--- config.mk ---
export PLATFORM = sky130hd
export DESIGN_NAME = load_store_unit_flat
export DESIGN_NICKNAME = d
export VERILOG_FILES = /design/src/rtl/mips_mem_pkg.sv /design/src/rtl/load_store_unit_if.sv /design/src/rtl/lsu_lane_align.sv /design/src/rtl/load_store_unit.sv /design/src/flat_wrapper.sv
export SDC_FILE = /design/constraint.sdc
export NUM_CORES = 1
export LEC_CHECK = 0
export CORE_ASPECT_RATIO = 1.75
export CORE_MARGIN = 1.5
export CORE_UTILIZATION = 50
export CTS_CLUSTER_DIAMETER = 80
export DETAILED_ROUTE_END_ITERATION = 16
export PLACE_DENSITY_LB_ADDON = 0.15
export SYNTH_ARGS = -nofsm -noshare
export SYNTH_HDL_FRONTEND = slang
export SYNTH_HIERARCHICAL = 1
export SYNTH_SLANG_ARGS = --single-unit
export TNS_END_PERCENT = 50
--- constraint.sdc ---
create_clock -name clk -period 4 [get_ports clk]
set_clock_uncertainty 0.05 [all_clocks]
set_input_delay 0.4 -clock clk [delete_from_list [all_inputs] [get_ports clk]]
set_output_delay 0.4 -clock clk [all_outputs]
set_load 0.005 [all_outputs]
--- src/rtl/mips_mem_pkg.sv ---
// Shared encodings for the data-memory front end: access sizes, LSU FSM states
// and the default word-address width of the 1024-entry data memory.
package mips_mem_pkg;

  localparam int DEFAULT_MEM_AW = 10;

  localparam logic [1:0] SZ_BYTE = 2'b00;
  localparam logic [1:0] SZ_HALF = 2'b01;
  localparam logic [1:0] SZ_WORD = 2'b10;

  typedef enum logic [1:0] {
    LSU_IDLE = 2'd0,
    LSU_RD   = 2'd1,
    LSU_WR   = 2'd2,
    LSU_RESP = 2'd3
  } lsu_state_e;

  // Size 2'b11 is treated as a word, so bit 1 alone marks a word access.
  function automatic logic lsu_misaligned(input logic [1:0] size, input logic [1:0] offset);
    if (size[1]) begin
      return offset != 2'b00;
    end
    if (size == SZ_HALF) begin
      return offset[0];
    end
    return 1'b0;
  endfunction

endpackage

--- src/rtl/load_store_unit_if.sv ---
// Bundle of the MEM-stage request/response handshake and the data-memory port.
// The LSU uses the slave view; the pipeline/memory side uses the master view.
interface load_store_unit_if
  import mips_mem_pkg::*;
#(
  parameter int MEM_AW = DEFAULT_MEM_AW
);
  logic              req_valid;
  logic              req_ready;
  logic              req_store;
  logic [1:0]        req_size;
  logic              req_unsigned;
  logic [31:0]       req_addr;
  logic [31:0]       req_wdata;
  logic              resp_valid;
  logic [31:0]       resp_rdata;
  logic              resp_err;
  logic              mem_we;
  logic [MEM_AW-1:0] mem_addr;
  logic [31:0]       mem_wdata;
  logic [31:0]       mem_rdata;

  modport slave (
    input  req_valid, req_store, req_size, req_unsigned, req_addr, req_wdata, mem_rdata,
    output req_ready, resp_valid, resp_rdata, resp_err, mem_we, mem_addr, mem_wdata
  );

  modport master (
    output req_valid, req_store, req_size, req_unsigned, req_addr, req_wdata, mem_rdata,
    input  req_ready, resp_valid, resp_rdata, resp_err, mem_we, mem_addr, mem_wdata
  );

endinterface

--- src/rtl/lsu_lane_align.sv ---
// Combinational lane steering: extracts/extends a load result from a memory word
// and merges a byte or halfword into an old word for read-modify-write stores.
module lsu_lane_align
  import mips_mem_pkg::*;
(
  input  logic [31:0] word_i,
  input  logic [31:0] data_i,
  input  logic [1:0]  offset_i,
  input  logic [1:0]  size_i,
  input  logic        unsigned_i,
  output logic [31:0] load_o,
  output logic [31:0] merge_o
);

  logic [7:0]  byte_sel;
  logic [15:0] half_sel;

  assign byte_sel = word_i[{offset_i, 3'b000} +: 8];
  assign half_sel = offset_i[1] ? word_i[31:16] : word_i[15:0];

  always_comb begin
    case (size_i)
      SZ_BYTE: load_o = {{24{byte_sel[7] & ~unsigned_i}}, byte_sel};
      SZ_HALF: load_o = {{16{half_sel[15] & ~unsigned_i}}, half_sel};
      default: load_o = word_i;
    endcase
  end

  // Each lane takes new data when it falls inside the access, else keeps the old byte.
  generate
    for (genvar gi = 0; gi < 4; gi++) begin : g_lane
      logic       hit;
      logic [7:0] src;

      always_comb begin
        case (size_i)
          SZ_BYTE: begin
            hit = (offset_i == 2'(gi));
            src = data_i[7:0];
          end
          SZ_HALF: begin
            hit = (offset_i[1] == 1'(gi / 2));
            src = data_i[8*(gi%2) +: 8];
          end
          default: begin
            hit = 1'b1;
            src = data_i[8*gi +: 8];
          end
        endcase
      end

      assign merge_o[8*gi +: 8] = hit ? src : word_i[8*gi +: 8];
    end
  endgenerate

endmodule

--- src/rtl/load_store_unit.sv ---
// MEM-stage load/store front end for a word-wide data memory; sub-word stores use
// read-modify-write. Define LSU_MISALIGN_CHECK_EN to reject misaligned accesses.
module load_store_unit
  import mips_mem_pkg::*;
#(
  parameter int MEM_AW = DEFAULT_MEM_AW
)
(
  input logic               clk,
  input logic               rst_n,
  load_store_unit_if.slave  bus
);

  localparam logic [1:0] S_IDLE = LSU_IDLE;
  localparam logic [1:0] S_RD   = LSU_RD;
  localparam logic [1:0] S_WR   = LSU_WR;
  localparam logic [1:0] S_RESP = LSU_RESP;

  logic [1:0]        state_q,      state_d;
  logic              store_q,      store_d;
  logic              unsigned_q,   unsigned_d;
  logic [1:0]        size_q,       size_d;
  logic [1:0]        off_q,        off_d;
  logic [31:0]       wdata_q,      wdata_d;
  logic [MEM_AW-1:0] mem_addr_q,   mem_addr_d;
  logic [31:0]       mem_wdata_q,  mem_wdata_d;
  logic [31:0]       resp_rdata_q, resp_rdata_d;
  logic              resp_err_q,   resp_err_d;

  logic        accept;
  logic        misaligned;
  logic [31:0] ld_data;
  logic [31:0] st_word;
  logic        unused_addr_bits;

  // Upper address bits fall outside the memory and wrap away.
  assign unused_addr_bits = ^bus.req_addr[31:MEM_AW+2];

`ifdef LSU_MISALIGN_CHECK_EN
  assign misaligned = lsu_misaligned(bus.req_size, bus.req_addr[1:0]);
`else
  assign misaligned = 1'b0;
`endif

  assign bus.req_ready  = (state_q == S_IDLE) || (state_q == S_RESP);
  assign bus.resp_valid = (state_q == S_RESP);
  assign bus.mem_we     = (state_q == S_WR);
  assign bus.mem_addr   = mem_addr_q;
  assign bus.mem_wdata  = mem_wdata_q;
  assign bus.resp_rdata = resp_rdata_q;
  assign bus.resp_err   = resp_err_q;

  assign accept = bus.req_valid && bus.req_ready;

  lsu_lane_align u_align (
    .word_i     (bus.mem_rdata),
    .data_i     (wdata_q),
    .offset_i   (off_q),
    .size_i     (size_q),
    .unsigned_i (unsigned_q),
    .load_o     (ld_data),
    .merge_o    (st_word)
  );

  always_comb begin
    state_d      = state_q;
    store_d      = store_q;
    unsigned_d   = unsigned_q;
    size_d       = size_q;
    off_d        = off_q;
    wdata_d      = wdata_q;
    mem_addr_d   = mem_addr_q;
    mem_wdata_d  = mem_wdata_q;
    resp_rdata_d = resp_rdata_q;
    resp_err_d   = resp_err_q;

    case (state_q)
      S_RD: begin
        if (store_q) begin
          mem_wdata_d = st_word;
          state_d     = S_WR;
        end else begin
          resp_rdata_d = ld_data;
          resp_err_d   = 1'b0;
          state_d      = S_RESP;
        end
      end
      S_WR: begin
        resp_rdata_d = '0;
        resp_err_d   = 1'b0;
        state_d      = S_RESP;
      end
      default: begin
        state_d = S_IDLE;
        if (accept) begin
          store_d    = bus.req_store;
          unsigned_d = bus.req_unsigned;
          size_d     = bus.req_size;
          off_d      = bus.req_addr[1:0];
          wdata_d    = bus.req_wdata;
          if (misaligned) begin
            resp_rdata_d = '0;
            resp_err_d   = 1'b1;
            state_d      = S_RESP;
          end else begin
            mem_addr_d = bus.req_addr[MEM_AW+1:2];
            // Whole-word stores skip the read; everything else reads first.
            if (bus.req_store && bus.req_size[1]) begin
              mem_wdata_d = bus.req_wdata;
              state_d     = S_WR;
            end else begin
              state_d = S_RD;
            end
          end
        end
      end
    endcase
  end

  always_ff @(posedge clk or negedge rst_n) begin
    if (!rst_n) begin
      state_q      <= S_IDLE;
      store_q      <= 1'b0;
      unsigned_q   <= 1'b0;
      size_q       <= SZ_BYTE;
      off_q        <= 2'b00;
      wdata_q      <= '0;
      mem_addr_q   <= '0;
      mem_wdata_q  <= '0;
      resp_rdata_q <= '0;
      resp_err_q   <= 1'b0;
    end else begin
      state_q      <= state_d;
      store_q      <= store_d;
      unsigned_q   <= unsigned_d;
      size_q       <= size_d;
      off_q        <= off_d;
      wdata_q      <= wdata_d;
      mem_addr_q   <= mem_addr_d;
      mem_wdata_q  <= mem_wdata_d;
      resp_rdata_q <= resp_rdata_d;
      resp_err_q   <= resp_err_d;
    end
  end

endmodule
--- src/flat_wrapper.sv ---
// flat-port wrapper written by rule: the top's interface ports become plain ports
module load_store_unit_flat import mips_mem_pkg::*;
#(
  parameter int MEM_AW = DEFAULT_MEM_AW
)
  (clk, rst_n, bus_req_valid, bus_req_store, bus_req_size, bus_req_unsigned, bus_req_addr, bus_req_wdata, bus_mem_rdata, bus_req_ready, bus_resp_valid, bus_resp_rdata, bus_resp_err, bus_mem_we, bus_mem_addr, bus_mem_wdata);
  load_store_unit_if #(.MEM_AW(MEM_AW)) bus_i ();
  input logic clk;
  input logic rst_n;
  input wire logic [$bits(bus_i.req_valid)-1:0] bus_req_valid;
  input wire logic [$bits(bus_i.req_store)-1:0] bus_req_store;
  input wire logic [$bits(bus_i.req_size)-1:0] bus_req_size;
  input wire logic [$bits(bus_i.req_unsigned)-1:0] bus_req_unsigned;
  input wire logic [$bits(bus_i.req_addr)-1:0] bus_req_addr;
  input wire logic [$bits(bus_i.req_wdata)-1:0] bus_req_wdata;
  input wire logic [$bits(bus_i.mem_rdata)-1:0] bus_mem_rdata;
  output wire logic [$bits(bus_i.req_ready)-1:0] bus_req_ready;
  output wire logic [$bits(bus_i.resp_valid)-1:0] bus_resp_valid;
  output wire logic [$bits(bus_i.resp_rdata)-1:0] bus_resp_rdata;
  output wire logic [$bits(bus_i.resp_err)-1:0] bus_resp_err;
  output wire logic [$bits(bus_i.mem_we)-1:0] bus_mem_we;
  output wire logic [$bits(bus_i.mem_addr)-1:0] bus_mem_addr;
  output wire logic [$bits(bus_i.mem_wdata)-1:0] bus_mem_wdata;
  assign bus_i.req_valid = bus_req_valid;
  assign bus_i.req_store = bus_req_store;
  assign bus_i.req_size = bus_req_size;
  assign bus_i.req_unsigned = bus_req_unsigned;
  assign bus_i.req_addr = bus_req_addr;
  assign bus_i.req_wdata = bus_req_wdata;
  assign bus_i.mem_rdata = bus_mem_rdata;
  assign bus_req_ready = bus_i.req_ready;
  assign bus_resp_valid = bus_i.resp_valid;
  assign bus_resp_rdata = bus_i.resp_rdata;
  assign bus_resp_err = bus_i.resp_err;
  assign bus_mem_we = bus_i.mem_we;
  assign bus_mem_addr = bus_i.mem_addr;
  assign bus_mem_wdata = bus_i.mem_wdata;
  load_store_unit #(.MEM_AW(MEM_AW)) u_core (.clk(clk), .rst_n(rst_n), .bus(bus_i));
endmodule
==> metrics.yaml <==
outcome:
  status: "completed"
timing:
  final.setup.tns_ps: 0
  maxSlewHeadroom: 0.473
  drv_slew: 0
  period_minus_slack_ps: 2590
  finalCritPeriodShare: 0.647
  rsz0062_at_grt: "false"
  setup_violations: 0
  fmax_ghz: 0.386
  tightest_slew_ps: 790
  finalHoldViolCount: 0
worst_setup_path:
  cp_max_fo: 34
  cp_common_cell: "buf_4"
  worstPathArrival_ps: 2830
  startpoint_type: "flop"
  cp_slowest_cell: "buf_4"
  max_stage_delay_ps: 540
  path_cells: "inv_1 > ha_1 > buf_4 > a41oi_1 > nor3_4 > buf_4 > mux2_4"
  end_kind: "flop"
  crit_required_ps: 4240
  critical_path_class: "reg -> reg"
clocking:
  holdBufCountCts: 1
  postCtsSetupBuffers: 0
  worstSkewPairLatency_ps: 410
  clkSlewWorstSetupHoldPaths_ps: 60
  post_cts_resized: 0
  cts.path.max_buffers: 2
  cts_tree: "done"
  clockRootBuffer: "clkbuf_16"
  cts.sinks: 114
  cts_buffers: 17
  h-tree-depth: 4
synthesis:
  synth_cells: 493
  ys_warn_count: 6
  ys_seq_area_frac: 0.448
  syn_avg_cell_area_sq_um: 12.9
  ys_ff_latch: 114
  syn_nets: 599
  synth_area_sq_um: 6370
  synth_cell_types: 41
detailed_routing:
  dr_total_vias: 4717
  drt_iter0_drc: 293
  post_drt_wl_per_cell_microns: 21.0
  route.detailed.drc: 0
  drt-total-wl_microns: 17300
  via_per_inst: 5.72
  ant_nets: 0
  dr.pass1.iters: 5
die:
  die_h_microns: 152
  fp.dieArea_sq_um: 13500
  initial_core_util: 0.512
  core-area_sq_um: 12400
  boundaryPins: 181
  die_w_microns: 88.3
  rows: 54
global_routing:
  grt_pass1_vias: 4917
  grt_pass1_wl_microns: 27000
  antenna_found_initial: 0
  gr-total-overflow: 0
  grt_usage: 0.267
  grt_max_degree: 69
min_path:
  min_path_type: "reg -> reg"
pwr:
  ir_drop_mv: 0.426
  total_power_mw: 7.59
  leakagePower_nw: 3.60
  powerDensity_nw_per_um2: 884
cells_and_area:
  drive_gt1_frac: 0.338
  area_growth_pct: 34.7
  design_area_sq_um: 8580
  antenna_cells: 0
  layout.nets: 749
  finalNonFillerCells: 824
flow_run:
  cap_violations: 0
placement:
  gp_congestion: 0.863
  postPlaceCellArea_sq_um: 8030
  hpwl_microns: 12400
  dp_cells: 791
  portBuffers: 159
[area by class of cell]
class	count	area, sq um
Fill cell	960	3850
Clock inverter	12	85.1
Tap cell	168	210
Sequential cell	114	2850
Timing Repair Buffer	171	1690
Multi-Input combinational cell	333	3260
Clock buffer	20	457
Inverter	6	22.5
[through the flow]
stage / utilization / setup WS [ps] / hold slack, ps
finish: 0.690 / 1410 / 447
CTS: 0.690 / 1400 / 454
floorplan: - / 1960 / 54.4
global route: 0.690 / 1260 / 458
detailed placement: 0.646 / 1420 / 414
global placement: 0.646 / 1480 / 400
[worst paths after layout]
check	from	to	slack, ps	cells past startpoint
setup / recovery	u_core/state_q[1]$_DFF_PN0_	u_core/bus.mem_wdata[13]$_DFFE_PN0P_	1410	7
hold / removal	u_core/bus.resp_rdata[31]$_DFFE_PN0P_	u_core/bus.resp_rdata[31]$_DFFE_PN0P_	450	1
setup reg to reg	u_core/state_q[1]$_DFF_PN0_	u_core/bus.mem_wdata[13]$_DFFE_PN0P_	1410	7
hold reg to reg	u_core/bus.resp_rdata[31]$_DFFE_PN0P_	u_core/bus.resp_rdata[31]$_DFFE_PN0P_	450	1
max in group asynchronous	rst_n	u_core/wdata_q[27]$_DFFE_PN0P_	2580	3
min in group asynchronous	rst_n	u_core/bus.mem_addr[9]$_DFFE_PN0P_	510	2
[cell families (layout without fill, tap and decap cells)]
logic type / Yosys count / after routing / synth area share
buf+inv: 46 / 209 / 0.0420
compound gates: 90 / 90 / 0.115
simple gates: 60 / 60 / 0.0523
flops: 114 / 114 / 0.448
mux: 179 / 179 / 0.336
fa+ha+maj: 3 / 3 / 0.00589
other cells: 1 / 1 / 0.000589
[registers in the layout, indices dropped and copies added (netlist names)]
name / cells
u_core/state_q: 2
u_core/bus.resp_rdata: 32
u_core/bus.mem_wdata: 32
u_core/unsigned_q: 1
u_core/size_q: 2
u_core/wdata_q: 32
u_core/store_q: 1
u_core/bus.mem_addr: 10
u_core/off_q: 2
[report_power, final]
group | total, mW | switching, mW | internal [mW]
sequential | 2.19 | 0.447 | 1.74
clock | 1.36 | 0.541 | 0.820
combinational | 4.04 | 1.63 | 2.41
[cell usage after synthesis, drive strengths merged]
master | number | area [sq um]
a22o | 32 | 280
mux2i | 16 | 160
and2 | 2 | 12.5
mux2 | 163 | 1980
a221o | 7 | 70.1
o21bai | 2 | 22.5
a31oi | 1 | 21.3
nor2b | 21 | 141
a41oi | 1 | 8.76
clkbuf | 11 | 41.3
ha | 3 | 37.5
nor2 | 11 | 43.8
a311oi | 1 | 8.76
a21o | 1 | 7.51
o22ai | 18 | 113
and4b | 1 | 10.0
inv | 6 | 22.5
or2 | 3 | 21.3
o21ai | 9 | 45.0
conb | 1 | 3.75
a221oi | 1 | 8.76
nand2 | 18 | 67.6
or3b | 1 | 8.76
a22oi | 8 | 65.1
a21oi | 2 | 21.3
nand2b | 1 | 6.26
o221ai | 7 | 61.3
dfrtp | 114 | 2850
nor3 | 2 | 21.3
buf | 29 | 204
[cell usage in the layout, fill, tap and decap left out, types with 2 or more instances in the layout]
| cell type | count |
|---|---|
| and2_1 | 2 |
| mux2i_1 | 16 |
| nand2_1 | 17 |
| o22ai_1 | 18 |
| clkinvlp_4 | 7 |
| dfrtp_1 | 113 |
| mux2_2 | 124 |
| clkbuf_16 | 17 |
| nor2b_1 | 19 |
| clkdlybuf4s50_1 | 158 |
| nor2_1 | 10 |
| o221ai_1 | 7 |
| ha_1 | 3 |
| clkbuf_8 | 2 |
| buf_4 | 11 |
| clkinv_2 | 3 |
| mux2_4 | 39 |
| inv_1 | 6 |
| o21ai_0 | 9 |
| a22oi_1 | 7 |
| a221o_1 | 7 |
| a22o_1 | 32 |
| o21bai_2 | 2 |
[worst max-delay path, delay by kind of cell, from the launching register on]
| family | cells | cell delay, ps |
|---|---|---|
| flip-flops | 1 | 400 |
| buffers and inverters | 3 | 1040 |
| adder cells (fa/ha/maj) | 1 | 160 |
| multiplexers | 1 | 350 |
| AO/OA/AOI/OAI | 1 | 150 |
| AND/OR/NAND/NOR | 1 | 290 |
[routing by layer]
metal / global-route usage / vias to the layer above / wire, microns
met5: 0 / - / 0
met4: 0.124 / 0 / 609
met3: 0.0515 / 34 / 824
met2: 0.443 / 182 / 8990
met1: 0.328 / 2365 / 6900
li1: - / 2136 / -
No activity file was read; power rests on OpenSTA's default activity.
